### config.mk
export PLATFORM = sky130hd
export DESIGN_NAME = imem_arbiter_flat
export DESIGN_NICKNAME = d
export VERILOG_FILES = /design/src/rtl/imem_arbiter_if.sv /design/src/rtl/imem_arbiter.sv /design/src/flat_wrapper.sv
export SDC_FILE = /design/constraint.sdc
export NUM_CORES = 1
export LEC_CHECK = 0
export CAP_MARGIN = 20
export CORE_MARGIN = 2
export CORE_UTILIZATION = 32
export CTS_BUF_LIST = sky130_fd_sc_hd__clkbuf_4 sky130_fd_sc_hd__clkbuf_8
export DETAILED_ROUTE_END_ITERATION = 10
export GPL_TIMING_DRIVEN = 0
export PLACE_DENSITY = 0.65
export SETUP_SLACK_MARGIN = 0.15
export SLEW_MARGIN = 10
export SYNTH_ARGS = -nofsm -noshare
export SYNTH_HDL_FRONTEND = slang
export SYNTH_SLANG_ARGS = --single-unit
### constraint.sdc
create_clock -name clk -period 1.6 [get_ports clk]
set_input_delay 0.24 -clock clk [delete_from_list [all_inputs] [get_ports clk]]
set_output_delay 0.24 -clock clk [all_outputs]
set_load 0.005 [all_outputs]
### src/rtl/imem_arbiter_if.sv
// imem_arbiter_if: loader, CPU and InstructionMemory signals of the arbiter.
interface imem_arbiter_if #(parameter int AW = 8, parameter int DW = 16);
    logic          ld_req;
    logic          ld_we;
    logic [AW-1:0] ld_addr;
    logic [DW-1:0] ld_wdata;
    logic          ld_ack;
    logic [DW-1:0] ld_rdata;
    logic          cpu_req;
    logic          cpu_we;
    logic [AW-1:0] cpu_addr;
    logic [DW-1:0] cpu_wdata;
    logic          cpu_ack;
    logic [DW-1:0] cpu_rdata;
    logic          mem_rw_enable;
    logic [AW-1:0] mem_address;
    logic [DW-1:0] mem_data_in;
    logic [DW-1:0] mem_data_out;
    logic          busy;
    logic          gnt_cpu;

    modport master (
        output ld_req, ld_we, ld_addr, ld_wdata, cpu_req, cpu_we, cpu_addr, cpu_wdata, mem_data_out,
        input  ld_ack, ld_rdata, cpu_ack, cpu_rdata, mem_rw_enable, mem_address, mem_data_in, busy, gnt_cpu
    );

    modport slave (
        input  ld_req, ld_we, ld_addr, ld_wdata, cpu_req, cpu_we, cpu_addr, cpu_wdata, mem_data_out,
        output ld_ack, ld_rdata, cpu_ack, cpu_rdata, mem_rw_enable, mem_address, mem_data_in, busy, gnt_cpu
    );
endinterface

### src/rtl/imem_arbiter.sv
// imem_arbiter: shares single-port InstructionMemory between the loader and the CPU.
module imem_arbiter #(
    parameter int AW         = 8,
    parameter int DW         = 16,
    parameter int READ_LAT   = 1,
    parameter int FIXED_PRIO = 0
) (
    input logic          clk,
    input logic          reset,
    imem_arbiter_if.slave bus
);
    localparam int CW = READ_LAT > 1 ? $clog2(READ_LAT) : 1;

    typedef enum logic [1:0] {IDLE, ISSUE, WAIT, DONE} state_t;

    state_t        state, state_nx;
    logic          gnt_q, we_q, any_req, pick_cpu;
    logic [CW-1:0] cnt;
    logic [AW-1:0] addr_q;
    logic [DW-1:0] wdata_q, ld_rd_q, cpu_rd_q;

    always_ff @(posedge clk or negedge reset) begin
        if (!reset) state <= IDLE;
        else        state <= state_nx;
    end

    // Both requesting: round-robin favours whoever did not own the last transaction.
    always_comb begin
        any_req           = bus.ld_req || bus.cpu_req;
        pick_cpu          = bus.cpu_req && (!bus.ld_req || (FIXED_PRIO == 0 && !gnt_q));
        state_nx          = state == IDLE  ? (any_req ? ISSUE : IDLE) :
                            state == ISSUE ? (we_q ? DONE : WAIT) :
                            state == WAIT  ? (cnt == '0 ? DONE : WAIT) : IDLE;
        bus.busy          = state != IDLE;
        bus.gnt_cpu       = gnt_q;
        bus.ld_ack        = state == DONE && !gnt_q;
        bus.cpu_ack       = state == DONE && gnt_q;
        bus.mem_rw_enable = !(state == ISSUE && we_q);
        bus.mem_address   = addr_q;
        bus.mem_data_in   = wdata_q;
        bus.ld_rdata      = ld_rd_q;
        bus.cpu_rdata     = cpu_rd_q;
    end

    always_ff @(posedge clk or negedge reset) begin
        if (!reset) begin
            gnt_q    <= 1'b1;
            we_q     <= 1'b0;
            cnt      <= '0;
            addr_q   <= '0;
            wdata_q  <= '0;
            ld_rd_q  <= '0;
            cpu_rd_q <= '0;
        end else begin
            if (state == IDLE && any_req) begin
                gnt_q   <= pick_cpu;
                we_q    <= pick_cpu ? bus.cpu_we    : bus.ld_we;
                addr_q  <= pick_cpu ? bus.cpu_addr  : bus.ld_addr;
                wdata_q <= pick_cpu ? bus.cpu_wdata : bus.ld_wdata;
            end
            if (state == ISSUE) cnt <= CW'(READ_LAT - 1);
            if (state == WAIT) begin
                cnt <= cnt - 1'b1;
                if (cnt == '0 && gnt_q)  cpu_rd_q <= bus.mem_data_out;
                if (cnt == '0 && !gnt_q) ld_rd_q  <= bus.mem_data_out;
            end
        end
    end
endmodule

### src/flat_wrapper.sv
// flat-port wrapper written by rule: the top's interface ports become plain ports
module imem_arbiter_flat 
#(
    parameter int AW         = 8,
    parameter int DW         = 16,
    parameter int READ_LAT   = 1,
    parameter int FIXED_PRIO = 0
)
  (clk, reset, bus_ld_req, bus_ld_we, bus_ld_addr, bus_ld_wdata, bus_cpu_req, bus_cpu_we, bus_cpu_addr, bus_cpu_wdata, bus_mem_data_out, bus_ld_ack, bus_ld_rdata, bus_cpu_ack, bus_cpu_rdata, bus_mem_rw_enable, bus_mem_address, bus_mem_data_in, bus_busy, bus_gnt_cpu);
  imem_arbiter_if #(.AW(AW), .DW(DW)) bus_i ();
  input logic clk;
  input logic reset;
  input wire logic [$bits(bus_i.ld_req)-1:0] bus_ld_req;
  input wire logic [$bits(bus_i.ld_we)-1:0] bus_ld_we;
  input wire logic [$bits(bus_i.ld_addr)-1:0] bus_ld_addr;
  input wire logic [$bits(bus_i.ld_wdata)-1:0] bus_ld_wdata;
  input wire logic [$bits(bus_i.cpu_req)-1:0] bus_cpu_req;
  input wire logic [$bits(bus_i.cpu_we)-1:0] bus_cpu_we;
  input wire logic [$bits(bus_i.cpu_addr)-1:0] bus_cpu_addr;
  input wire logic [$bits(bus_i.cpu_wdata)-1:0] bus_cpu_wdata;
  input wire logic [$bits(bus_i.mem_data_out)-1:0] bus_mem_data_out;
  output wire logic [$bits(bus_i.ld_ack)-1:0] bus_ld_ack;
  output wire logic [$bits(bus_i.ld_rdata)-1:0] bus_ld_rdata;
  output wire logic [$bits(bus_i.cpu_ack)-1:0] bus_cpu_ack;
  output wire logic [$bits(bus_i.cpu_rdata)-1:0] bus_cpu_rdata;
  output wire logic [$bits(bus_i.mem_rw_enable)-1:0] bus_mem_rw_enable;
  output wire logic [$bits(bus_i.mem_address)-1:0] bus_mem_address;
  output wire logic [$bits(bus_i.mem_data_in)-1:0] bus_mem_data_in;
  output wire logic [$bits(bus_i.busy)-1:0] bus_busy;
  output wire logic [$bits(bus_i.gnt_cpu)-1:0] bus_gnt_cpu;
  assign bus_i.ld_req = bus_ld_req;
  assign bus_i.ld_we = bus_ld_we;
  assign bus_i.ld_addr = bus_ld_addr;
  assign bus_i.ld_wdata = bus_ld_wdata;
  assign bus_i.cpu_req = bus_cpu_req;
  assign bus_i.cpu_we = bus_cpu_we;
  assign bus_i.cpu_addr = bus_cpu_addr;
  assign bus_i.cpu_wdata = bus_cpu_wdata;
  assign bus_i.mem_data_out = bus_mem_data_out;
  assign bus_ld_ack = bus_i.ld_ack;
  assign bus_ld_rdata = bus_i.ld_rdata;
  assign bus_cpu_ack = bus_i.cpu_ack;
  assign bus_cpu_rdata = bus_i.cpu_rdata;
  assign bus_mem_rw_enable = bus_i.mem_rw_enable;
  assign bus_mem_address = bus_i.mem_address;
  assign bus_mem_data_in = bus_i.mem_data_in;
  assign bus_busy = bus_i.busy;
  assign bus_gnt_cpu = bus_i.gnt_cpu;
  imem_arbiter #(.AW(AW), .DW(DW), .READ_LAT(READ_LAT), .FIXED_PRIO(FIXED_PRIO)) u_core (.clk(clk), .reset(reset), .bus(bus_i));
endmodule
## Yosys cells after proc, flatten, opt, wreduce, memory -nomap -nowiden

Cells that the tools add are included.

| cells by class | value |
|---|---|
| mux-type cells | 11 |
| reductions and logical operators | 17 |
| $add $sub $neg | 1 |
| eq/ne operators | 3 |
| bitwise logic cells | 1 |

Operator list:

| operator | number |
|---|---|
| two-way mux 16 bit | 1 |
| two-way mux 8 bit | 1 |
| logical AND 1 bit | 7 |
| two-way mux 1 bit | 6 |
| two-way mux 2 bit | 3 |
| == test 2 bit (second input constant) | 2 |
| AND reduction 2 bit | 2 |
| nonzero test 2 bit | 2 |
| logical NOT 1 bit | 3 |
| == test 2 x 1 -> 1 bit (second input constant) | 1 |
| logical NOT 2 bit | 1 |
| logical OR 1 bit | 2 |
| NOT 1 bit | 1 |
| subtractor 1 bit (second input constant) | 1 |

| storage, ports and cells | value |
|---|---|
| input bits | 70 |
| output and inout bits | 61 |
| register bits after elaboration | 61 |

## Longest topological paths before layout

Gate-level depths: netlist of run 1.

| logic depth | value |
|---|---|
| word-level depth | 4 |
| depth in mapped cells | 7 |
| mapped depth without buffers | 5 |

## Worst setup path before layout of run 1

Ideal clock, no wire load.

| path | value |
|---|---|
| path type | flip-flop to flip-flop |
| from | register u_core.state[0] |
| to | register u_core.ld_rd_q[10] (netlist: u_core.bus.ld_rdata[10]) |
| slack | 0.073 ns |
| required time | 1.475 ns |
| buffers on the path | 1 |
| library setup time | 0.125 ns |
| cell stages (with the launch flop) | 7 |
| arrival time | 1.402 ns |
| period minus slack after synthesis | 1.527 ns |
| cells stage by stage | dfrtp_1 > inv_1 > ha_1 > nand2b_2 > nor2_8 > buf_6 > mux2_2 |

| between the ends | value |
|---|---|
| longest elaborated chain between the ends | 2 |

RTL lines:

| item | line | RTL |
|---|---|---|
| start, declared | imem_arbiter.sv:16 | `state_t state, state_nx;` |
| start signal, assigned | imem_arbiter.sv:24 | `else state <= state_nx;` |
| == test 2 bit | imem_arbiter.sv:62 | `if (state == WAIT) begin` |
| AND reduction 2 bit (no line) | -- |  |
| end signal, assigned | imem_arbiter.sv:65 | `if (cnt == '0 && !gnt_q) ld_rd_q <= bus.mem_data_out;` |
| end, declared | imem_arbiter.sv:20 | `logic [DW-1:0] wdata_q, ld_rd_q, cpu_rd_q;` |

No other way between the ends.
A chain may end at the register's enable or synchronous reset.

## Worst setup path in the final report of run 1

| path | value |
|---|---|
| from | register u_core.state[0] |
| to | output bus_mem_rw_enable |

| between the ends | value |
|---|---|
| longest elaborated chain between the ends | 3 |

RTL lines:

| item | line | RTL |
|---|---|---|
| == test 2 x 1 -> 1 bit | imem_arbiter.sv:38 | `bus.mem_rw_enable = !(state == ISSUE && we_q);` |
| logical AND 1 bit | imem_arbiter.sv:38 |  |
| logical NOT 1 bit | imem_arbiter.sv:38 |  |
| end, declared | flat_wrapper.sv:26 | `output wire logic [$bits(bus_i.mem_rw_enable)-1:0] bus_mem_rw_enable;` |

No other way between the ends.

==> run metrics, run 1 <==
critical path buffer and inverter count 3; vias in the first global route 2,608; initial antenna violation count 0; worst hold path class in -> reg; Internal Dissipation 6.969 mW; Worst Path Max Fanout 3; CTS buffer count 9; Tcrit/Tclk final 100.2%; CP top delay family flip-flops; r2r setup slk 0.01 ns; vias per inst 4.653; diode count 0; Mapped Cells 229; global-route wire length before repair 12,600 um; normalized max-slew margin 47.00%; Setup crit start kind flop; hold slack 0.4649 ns; post-synth top area cell dfrtp_1; worst path required time 1.36 ns; critical-path cell list buf_4, buf_4, ha_2, nand2_2, buf_2; # DRC 0; Core ar. 0.008721 mm2; Period minus WS final 1.603 ns; WL/cell 16.66 um; CP most frequent cell buf_4; Clock Sinks 61; top post-synthesis cells by area dfrtp_1 (52%), a31oi_2 (8.7%), mux2_2 (8.6%); num ports 131; RR Startpoint u_core.state[0]$_DFF_PN0_; Initial Utilization 33.06%; std cell rows 34; Max clock buf depth 2; cell at the slowest stage of the critical path dfrtp_1; Hold Path Sink u_core.bus.mem_data_in[14]$_DFFE_PN0P_; Clock power frac 13.3%; Critical Path Max Stage Delay 0.41 ns; IO Port Bufs 130; RePlAce Congestion 0.7352; CTS root buf clkbuf_8; max cap viols 0; sequential power share 27.4%; critical path arrival 1.36 ns; pwr dens 1828 mW/mm2; syn_nets 303; Crit Reg-Reg Endpoint u_core.bus.cpu_rdata[10]$_DFFE_PN0P_; die area 0.009784 mm2; H-tree depth 3; endpoint class of the critical path output pin; Final Hold Fails 0; status complete, but fails checks; first-pass iteration count of the detailed router 4; Yosys cell types 27; Fin Clk Skew 0.006581 ns; DRT iter0 DRCs 22; Avg Cell Area, Syn 12.59 um2; final setup fails 1; aggregate global routing overflow 0; Worst-Skew Late Latency 0.34 ns; area of the multi-input gates 0.001574 mm2; FF/Latch Area 0.001528 mm2; Die W 98.92 um; failing checks negative setup slack; Setup Crit Path Kind reg -> out; Clk pin slew, worst setup/hold paths 0.07 ns; hold path depth 3; largest net degree at the start of global routing 62; Worst VDD drop 0.0008877 V; gr usage total 16.38%; Net Sw Power 3.256 mW; RSZ-0062 raised after global routing true; synthesized flop and latch total 61; fin util 64.13%; Synth Warn # 0; Total Wirelength 8832 um; DP HPWL 5320 um; fmax 624.0 MHz; nets 492; total power 10.22 mW; worst setup margin -0.002682 ns; Tightest Pin Transition 0.7950 ns; pre-CTS worst setup slack -0.06722 ns; area share of the largest cell type after synthesis 52.08%; Routed Antenna Nets 0; r2r worst-path depth 7; max-slew violation count 0; Leakage 2.675 nW; sequential-to-total area share from yosys stat 52.99%; CTS tree built; P&R area growth vs syn 94.01%; Hold Startpoint bus_ld_wdata[14]; combinational share of power 59.3%; fillers 662; die height 98.92 um; switch share 31.84%; Synth Cell Area 0.002883 mm2; layout cell share with drive strength beyond 1 45.26%; DR vias 2,466
cells in the final DEF, fill, tap and decap left out, types with 2 or more instances in the layout:
cell type         n
clkdlybuf4s50_1  72
dlymetal6s2s_1   27
nand2_1          14
buf_4            22
a31oi_4           9
buf_6            18
buf_12            7
nor2_4            4
nand2_2          19
clkbuf_8          9
buf_2             3
a31oi_1           6
buf_16            3
inv_1             2
ha_4              3
buf_8             8
nor2_2            3
nor2_1           18
dlygate4sd2_1    26
clkbuf_16         5
clkbuf_4          4
mux2_2            2
mux2_4           30
dfrtp_1          60
a31oi_2          11
nand2_4          18
worst max-delay path by stage:
| stage | start | end | depth (start not counted) | slack (ns) |
|---|---|---|---|---|
| floorplan | u_core.state[0]$_DFF_PN0_ | u_core.bus.ld_rdata[10]$_DFFE_PN0P_ | 6 | 0.15 |
| global placement | reset | u_core.bus.cpu_rdata[12]$_DFFE_PN0P_ | 1 | -1.78 |
| detailed placement | bus_ld_req | u_core.bus.mem_address[0]$_DFFE_PN0P_ | 5 | -0.07 |
| CTS | u_core.state[0]$_DFF_PN0_ | u_core.bus.ld_rdata[5]$_DFFE_PN0P_ | 7 | 0.0003 |
| global route | u_core.state[0]$_DFF_PN0_ | bus_mem_rw_enable | 5 | -0.04 |
| finish | u_core.state[0]$_DFF_PN0_ | bus_mem_rw_enable | 5 | -0.003 |
Yosys cell counts:
library cell and number:
a21bo_1 1, a21boi_4 1, a21o_1 1, a21oi_1 1, a31oi_1 6, a31oi_2 20, and2_2 1, and2b_2 1
buf_12 2, buf_2 4, buf_4 2, buf_6 6, dfrtp_1 60, dfstp_2 1, ha_1 4, inv_1 4
mux2_2 22, mux2_4 10, mux2i_1 1, nand2_1 31, nand2_2 20, nand2b_2 1, nand3_4 1, nor2_1 25
nor2_8 1, o21a_1 1, o21ai_0 1
tightest hold or removal path, stage by stage:
cell and delay, ns:
clkdlybuf4s50_1 0.40, nand2_1 0.06, a31oi_1 0.07
metal layers:
metal | GRT usage [%] | wire length, um | vias up | part of all wire, %
li1 | - | - | 1156 | -
met1 | 18.82 | 3420 | 1191 | 39
met5 | 0 | 0 | - | 0
met2 | 27.18 | 4511 | 106 | 51
met4 | 6.849 | 140 | 0 | 1.6
met3 | 6.454 | 760 | 13 | 8.6
sequential cells by signal, summed over array words and instances (netlist names):
name,cells
u_core.bus.cpu_rdata,16
u_core.bus.gnt_cpu,1
u_core.bus.ld_rdata,16
u_core.bus.mem_address,8
u_core.bus.mem_data_in,16
u_core.cnt,1
u_core.state,2
u_core.we_q,1
cells by family (layout without fill, tap and decap cells):
logic type | count (synthesis) | count (layout) | synth area share [%]
AO/OA/AOI/OAI | 32 | 32 | 11.85
buffers and inverters | 18 | 211 | 5.468
AND/OR/NAND/NOR | 81 | 81 | 13.80
flip-flops | 61 | 61 | 52.99
adder cells (fa/ha/maj) | 4 | 4 | 1.736
multiplexers | 33 | 33 | 14.15
power groups by stage:
stage,combinational [mW],clock [mW],sequential [mW]
5_1_grt,6.45,1.44,2.91
2_1_floorplan,2.11,0,2.83
3_5_place_dp,4.33,0,2.80
6_report,6.07,1.36,2.80
4_1_cts,4.95,1.39,2.77
3_3_place_gp,4.28,0,2.78
stage by stage:
stage | TNS [ns] | std cells | cell area [um2]
after CTS | 0 | 510 | 4916
final | -0.002682 | 530 | 5593
after floorplan | 0 | 229 | 2900
after global placement | -108.49 | 467 | 4337
after detailed placement | -0.8616 | 467 | 4334
after global routing | -0.6180 | 530 | 5593
cell type report:
type	count	area share [%]
Buffer	14	3.915
Clock buffer	13	2.752
Clock inverter	2	0.6264
Inverter	4	0.3579
Multi-Input combinational cell	150	28.14
Sequential cell	61	27.32
Tap cell	108	2.416
Timing Repair Buffer	178	34.47
what timing repair did:
item                                   4_1_cts  5_1_grt
buffers inserted                            23       14
setup endpoints to repair                   76       93
hold buffers                                 1        0
endpoints found under the hold margin        4        0
pin swaps                                    7       37
cloned                                       4        6
gates resized for setup                     75      125
No activity file was read; power rests on OpenSTA's default activity.
==> run 2: changes to the inputs <==
CELL_PAD_IN_SITES_DETAIL_PLACEMENT = 1   (was unset)
CELL_PAD_IN_SITES_GLOBAL_PLACEMENT = 2   (was unset)
CORE_MARGIN = unset   (was 2)
CORE_UTILIZATION = 24   (was 32)
CTS_CLUSTER_DIAMETER = 200   (was unset)
PLACE_DENSITY = 0.77   (was 0.65)
==> run metrics, run 2 (synthesized netlist as in run 1, its figures left out) <==
max-slew violation count 0 (unchanged); nets 489 (-0.61%); critical path arrival 1.87 ns (+0.51 ns); P&R area growth vs syn 91.41%; CTS buffer count 9 (unchanged); Die W 111.6 um (+13%); Critical Path Max Stage Delay 0.40 ns (about the same); Clock Sinks 61 (unchanged); Initial Utilization 24.93% (-8.1 points); fmax 609.0 MHz (-2.4%); WL/cell 17.40 um (+4.4%); IO Port Bufs 130 (unchanged); DRT iter0 DRCs 73 (+230%); aggregate global routing overflow 0 (unchanged); total power 10.38 mW (+1.5%); Setup crit start kind flop; commonest non-fill, non-tap cell in the layout clkdlybuf4s50_1; largest net degree at the start of global routing 35 (-44%); die height 111.6 um (+13%); max cap viols 0 (unchanged); Fin Clk Skew 0.01566 ns (+0.009083 ns); # DRC 13 (+13); Critical path origin u_core.state[1]$_DFF_PN0_; global-route wire length before repair 14,720 um (+17%); cell at the slowest stage of the critical path dfrtp_1; layout cell share with drive strength beyond 1 44.63% (-0.63 points); CP top delay family buffers and inverters; DR vias 2,448 (-0.73%); Tcrit/Tclk final 102.6% (+2.5 points); Worst Path Max Fanout 5 (+2); Period minus WS final 1.642 ns (+0.03937 ns); diode count 0 (unchanged); Worst-Skew Late Latency 0.35 ns (about the same); RR Startpoint u_core.state[1]$_DFF_PN0_; Leakage 2.481 nW (-7.2%); normalized max-slew margin 74.13% (+27 points); H-tree depth 3 (unchanged); most frequent cells in the layout clkdlybuf4s50_1 (68), dfrtp_1 (60), dlygate4sd2_1 (51); final setup fails 16 (+15); num ports 131 (unchanged); Clk pin slew, worst setup/hold paths 0.08 ns (about the same); placed cells 503 (+7.7%); worst path required time 1.82 ns (+0.46 ns); first-pass iteration count of the detailed router 7 (+3); Final Hold Fails 0 (unchanged); Setup Crit Path Kind reg -> reg; pwr dens 1880 mW/mm2 (+2.9%); initial antenna violation count 0 (unchanged); std cell rows 39 (+15%); CTS root buf clkbuf_8; critical-path cell list buf_6, buf_6, ha_4, nand2b_4, nor2_8, buf_12, buf_16, mux2_4; RePlAce Congestion 0.7071 (-3.8%); Routed Antenna Nets 0 (unchanged); Total Wirelength 9777 um (+11%); CTS tree built; RSZ-0062 raised after global routing true; gr usage total 15.51% (-0.87 points); failing checks design-rule violations, negative setup slack; vias in the first global route 2,664 (+2.1%); Max clock buf depth 2 (unchanged); Worst VDD drop 0.0005917 V (-33%); die area 0.01245 mm2 (+27%); endpoint class of the critical path flop; fillers 1,213 (+83%); vias per inst 4.356 (-6.4%); CP most frequent cell buf_6; Final Non-Filler Cells 562 (+6.0%); worst hold path class in -> async; critical path buffer and inverter count 4 (+1); Core ar. 0.01156 mm2 (+33%); worst setup margin -0.04205 ns (-0.03937 ns); Tightest Pin Transition 0.3880 ns (-0.4069 ns); DP HPWL 6230 um (+17%); status complete, but fails checks
## run 2: through the flow
stage          TNS, ns  utilization [%]  instance area (um2)  setup WS [ns]  hold WS (ns)
2_1_floorplan        0                -                 2900         0.1508      -0.05559
3_3_place_gp   -115.17            37.88                 4380         -1.884        0.4876
3_5_place_dp    -1.740            38.03                 4398        -0.1155        0.1904
4_1_cts        -0.1371            44.40                 5135       -0.01809        0.3569
5_1_grt         -1.669            47.71                 5518       -0.08251        0.3874
6_report       -0.4171            47.71                 5518       -0.04205        0.3666
## run 2: path summary, 6_finish.rpt
check,depth (start not counted),slack (ns),end
max,8,-0.04,u_core.bus.ld_rdata[12]$_DFFE_PN0P_
min in group clk,3,0.47,u_core.bus.mem_data_in[14]$_DFFE_PN0P_
max in group asynchronous,3,0.65,u_core.bus.gnt_cpu$_DFFE_PN1P_
max reg2reg,8,-0.04,u_core.bus.ld_rdata[12]$_DFFE_PN0P_
min,2,0.37,u_core.bus.cpu_rdata[4]$_DFFE_PN0P_
min reg2reg,1,0.51,u_core.bus.cpu_rdata[9]$_DFFE_PN0P_
## run 2: repair_timing
item	in CTS	in global routing
resized for setup	130	45
endpoints found under the hold margin	27	0
buffers inserted	25	10
endpoints found under the setup margin	103	69
gates cloned	4	4
pin swaps	9	11
hold buffers	1	0
## run 2: per-layer routing
metal	wire length (um)	vias to the layer above	global-route usage [%]	share of wire, %
met3	1012	7	6.587	10
li1	-	1148	-	-
met1	3797	1184	17.97	39
met4	90	0	4.054	0.92
met5	0	-	0	0
met2	4878	109	26.29	50
## run 2: final cells by class
class                      instances  area (um2)  area share [%]
sequential                        61        1528           27.69
timing repair buffer             175        1888           34.22
multi-input combinational        150        1458           26.42
inverter                           4       17.52          0.3175
clock inverter                     3       43.79          0.7937
clock buffer                      12       165.2           2.993
tap                              143       178.9           3.243
buffer                            14       239.0           4.331
## run 2: power breakdown
part | leakage, nW | switching (mW) | internal [mW]
combinational | 1.67 | 2.25 | 3.81
clock | 0.108 | 0.639 | 0.839
sequential | 0.703 | 0.487 | 2.36
total | 2.48 | 3.37 | 7.00
==> run 3: changes to the inputs <==
CORE_UTILIZATION = 26   (was 24)
PLACE_DENSITY = 0.79   (was 0.77)
clock period = 1.7 ns   (was 1.6 ns; I/O delays follow)
==> run metrics, run 3 (synthesized netlist as in run 1, its figures left out) <==
Setup crit start kind flop; critical path arrival 1.33 ns (-0.54 ns); worst hold path class in -> async; # DRC 0 (-13); Total Neg Setup Slack 0 ns (+0.4171 ns); initial antenna violation count 0 (unchanged); Core ar. 0.01084 mm2 (-6.3%); commonest non-fill, non-tap cell in the layout clkdlybuf4s50_1; fillers 1,207 (-0.49%); Area after DPL 0.004357 mm2 (-0.94%); CP top delay family flip-flops; DR vias 2,288 (-6.5%); diode count 0 (unchanged); Leakage 2.032 nW (-18%); fmax 630.0 MHz; IO Port Bufs 130 (unchanged); nets 460 (-5.9%); num ports 131 (unchanged); max-slew violation count 0 (unchanged); first-pass iteration count of the detailed router 4 (-3); cell at the slowest stage of the critical path dfrtp_1; Setup Crit Path Kind reg -> out; aggregate global routing overflow 0 (unchanged); normalized max-slew margin 49.06% (-25 points); Tcrit/Tclk final 93.38%; die height 107.3 um (-3.9%); DP HPWL 5810 um (-6.7%); vias in the first global route 2,445 (-8.2%); DRT iter0 DRCs 32 (-56%); Max clock buf depth 2 (unchanged); vias per inst 4.317 (-0.89%); std cell rows 38 (-2.6%); pwr dens 1758 mW/mm2 (-6.5%); CTS tree built; Worst Path Max Fanout 3 (-2); placed cells 499 (-0.80%); largest net degree at the start of global routing 62 (+77%); endpoint class of the critical path output pin; RePlAce Congestion 0.6852 (-3.1%); gr usage total 14.21% (-1.3 points); failing checks negative hold slack; max cap viols 0 (unchanged); Critical Path Max Stage Delay 0.42 ns (+0.02 ns); WL met2 3780 um (-23%); Initial Utilization 26.59% (+1.7 points); Fin Clk Skew 0.006164 ns (-0.009499 ns); Final Non-Filler Cells 530 (-5.7%); status complete, but fails checks; critical-path cell list buf_6, ha_4, and2b_2, buf_2; Worst-Skew Late Latency 0.33 ns (-0.02 ns); Top Layer Used met4; met3 WL post-DR 869 um (-14%); Clock Sinks 61 (unchanged); Tightest Pin Transition 0.7641 ns (+0.3760 ns); RSZ-0062 raised after global routing true; worst path required time 1.44 ns (-0.38 ns); Total Wirelength 8054 um (-18%); critical path buffer and inverter count 2 (-2); Met1 Routed Length 3284 um (-14%); H-tree depth 3 (unchanged); global-route wire length before repair 12,390 um (-16%); final setup fails 0 (-16); Final Cell Area 0.004812 mm2 (-13%); Die W 107.3 um (-3.9%); most frequent cells in the layout clkdlybuf4s50_1 (124), dfrtp_1 (60), nand2_1 (30); FF/Latch Area 0.001528 mm2 (unchanged); hold slack -0.006854 ns (-0.3735 ns); layout cell share with drive strength beyond 1 34.87% (-9.8 points); Final Hold Fails 3 (+3); Routed Antenna Nets 0 (unchanged); Period minus WS final 1.587 ns; Worst VDD drop 0.0006100 V (+3.1%); die area 0.01151 mm2 (-7.6%); Clk pin slew, worst setup/hold paths 0.07 ns (about the same); CTS buffer count 9 (unchanged); area of the multi-input gates 0.001290 mm2 (-12%); WL/cell 15.20 um (-13%); P&R area growth vs syn 66.93%; total power 8.461 mW (-18%); CTS root buf clkbuf_8
## run 3: what timing repair did
action                                  in CTS  in global routing
cloned                                       0                  2
endpoints found under the hold margin        0                  0
hold buffers                                 0                  0
gates resized for setup                     24                 28
pin swaps                                    4                  6
endpoints found under the setup margin      35                 45
buffers inserted                             7                  7
## run 3: worst paths after layout
check	startpoint	to	slack, ns	cells past startpoint
worst max-delay path	u_core.state[0]$_DFF_PN0_	bus_ld_ack	0.11	4
min in group clk	bus_cpu_wdata[11]	u_core.bus.mem_data_in[11]$_DFFE_PN0P_	0.48	3
worst min-delay path	reset	u_core.bus.ld_rdata[4]$_DFFE_PN0P_	-0.007	1
worst max register to register	u_core.state[0]$_DFF_PN0_	u_core.bus.ld_rdata[12]$_DFFE_PN0P_	0.17	6
worst min register to register	u_core.bus.cpu_rdata[4]$_DFFE_PN0P_	u_core.bus.cpu_rdata[4]$_DFFE_PN0P_	0.51	1
max in group asynchronous	reset	u_core.bus.mem_data_in[3]$_DFFE_PN0P_	1.20	1
## run 3: layout make-up
cell class	instances	area share, %
Tap cell	140	3.640
Sequential cell	61	31.75
Clock buffer	10	2.730
Timing Repair Buffer	146	30.16
Inverter	4	0.3120
Buffer	14	3.510
Multi-Input combinational cell	150	26.81
Clock inverter	5	1.092
## run 3: metal layers
metal / vias up / track usage, %
met5: - / 0
met4: 0 / 5.871
met3: 10 / 5.872
met2: 106 / 23.04
met1: 1087 / 16.55
li1: 1085 / -
## run 3: stage by stage
step / utilization, % / hold WS [ns] / setup WS (ns)
2_1_floorplan: - / -0.04059 / 0.1734
3_3_place_gp: 40.21 / 0.4888 / -1.728
3_5_place_dp: 40.19 / 0.3890 / -0.03452
4_1_cts: 42.62 / 0.02132 / 0.08913
5_1_grt: 44.39 / 0.05871 / 0.07833
6_report: 44.39 / -0.006854 / 0.1126
## run 3: power by group
part	switching [mW]	internal (mW)
Clock	0.553	0.677
Sequential	0.419	2.22
Combinational	1.67	2.93
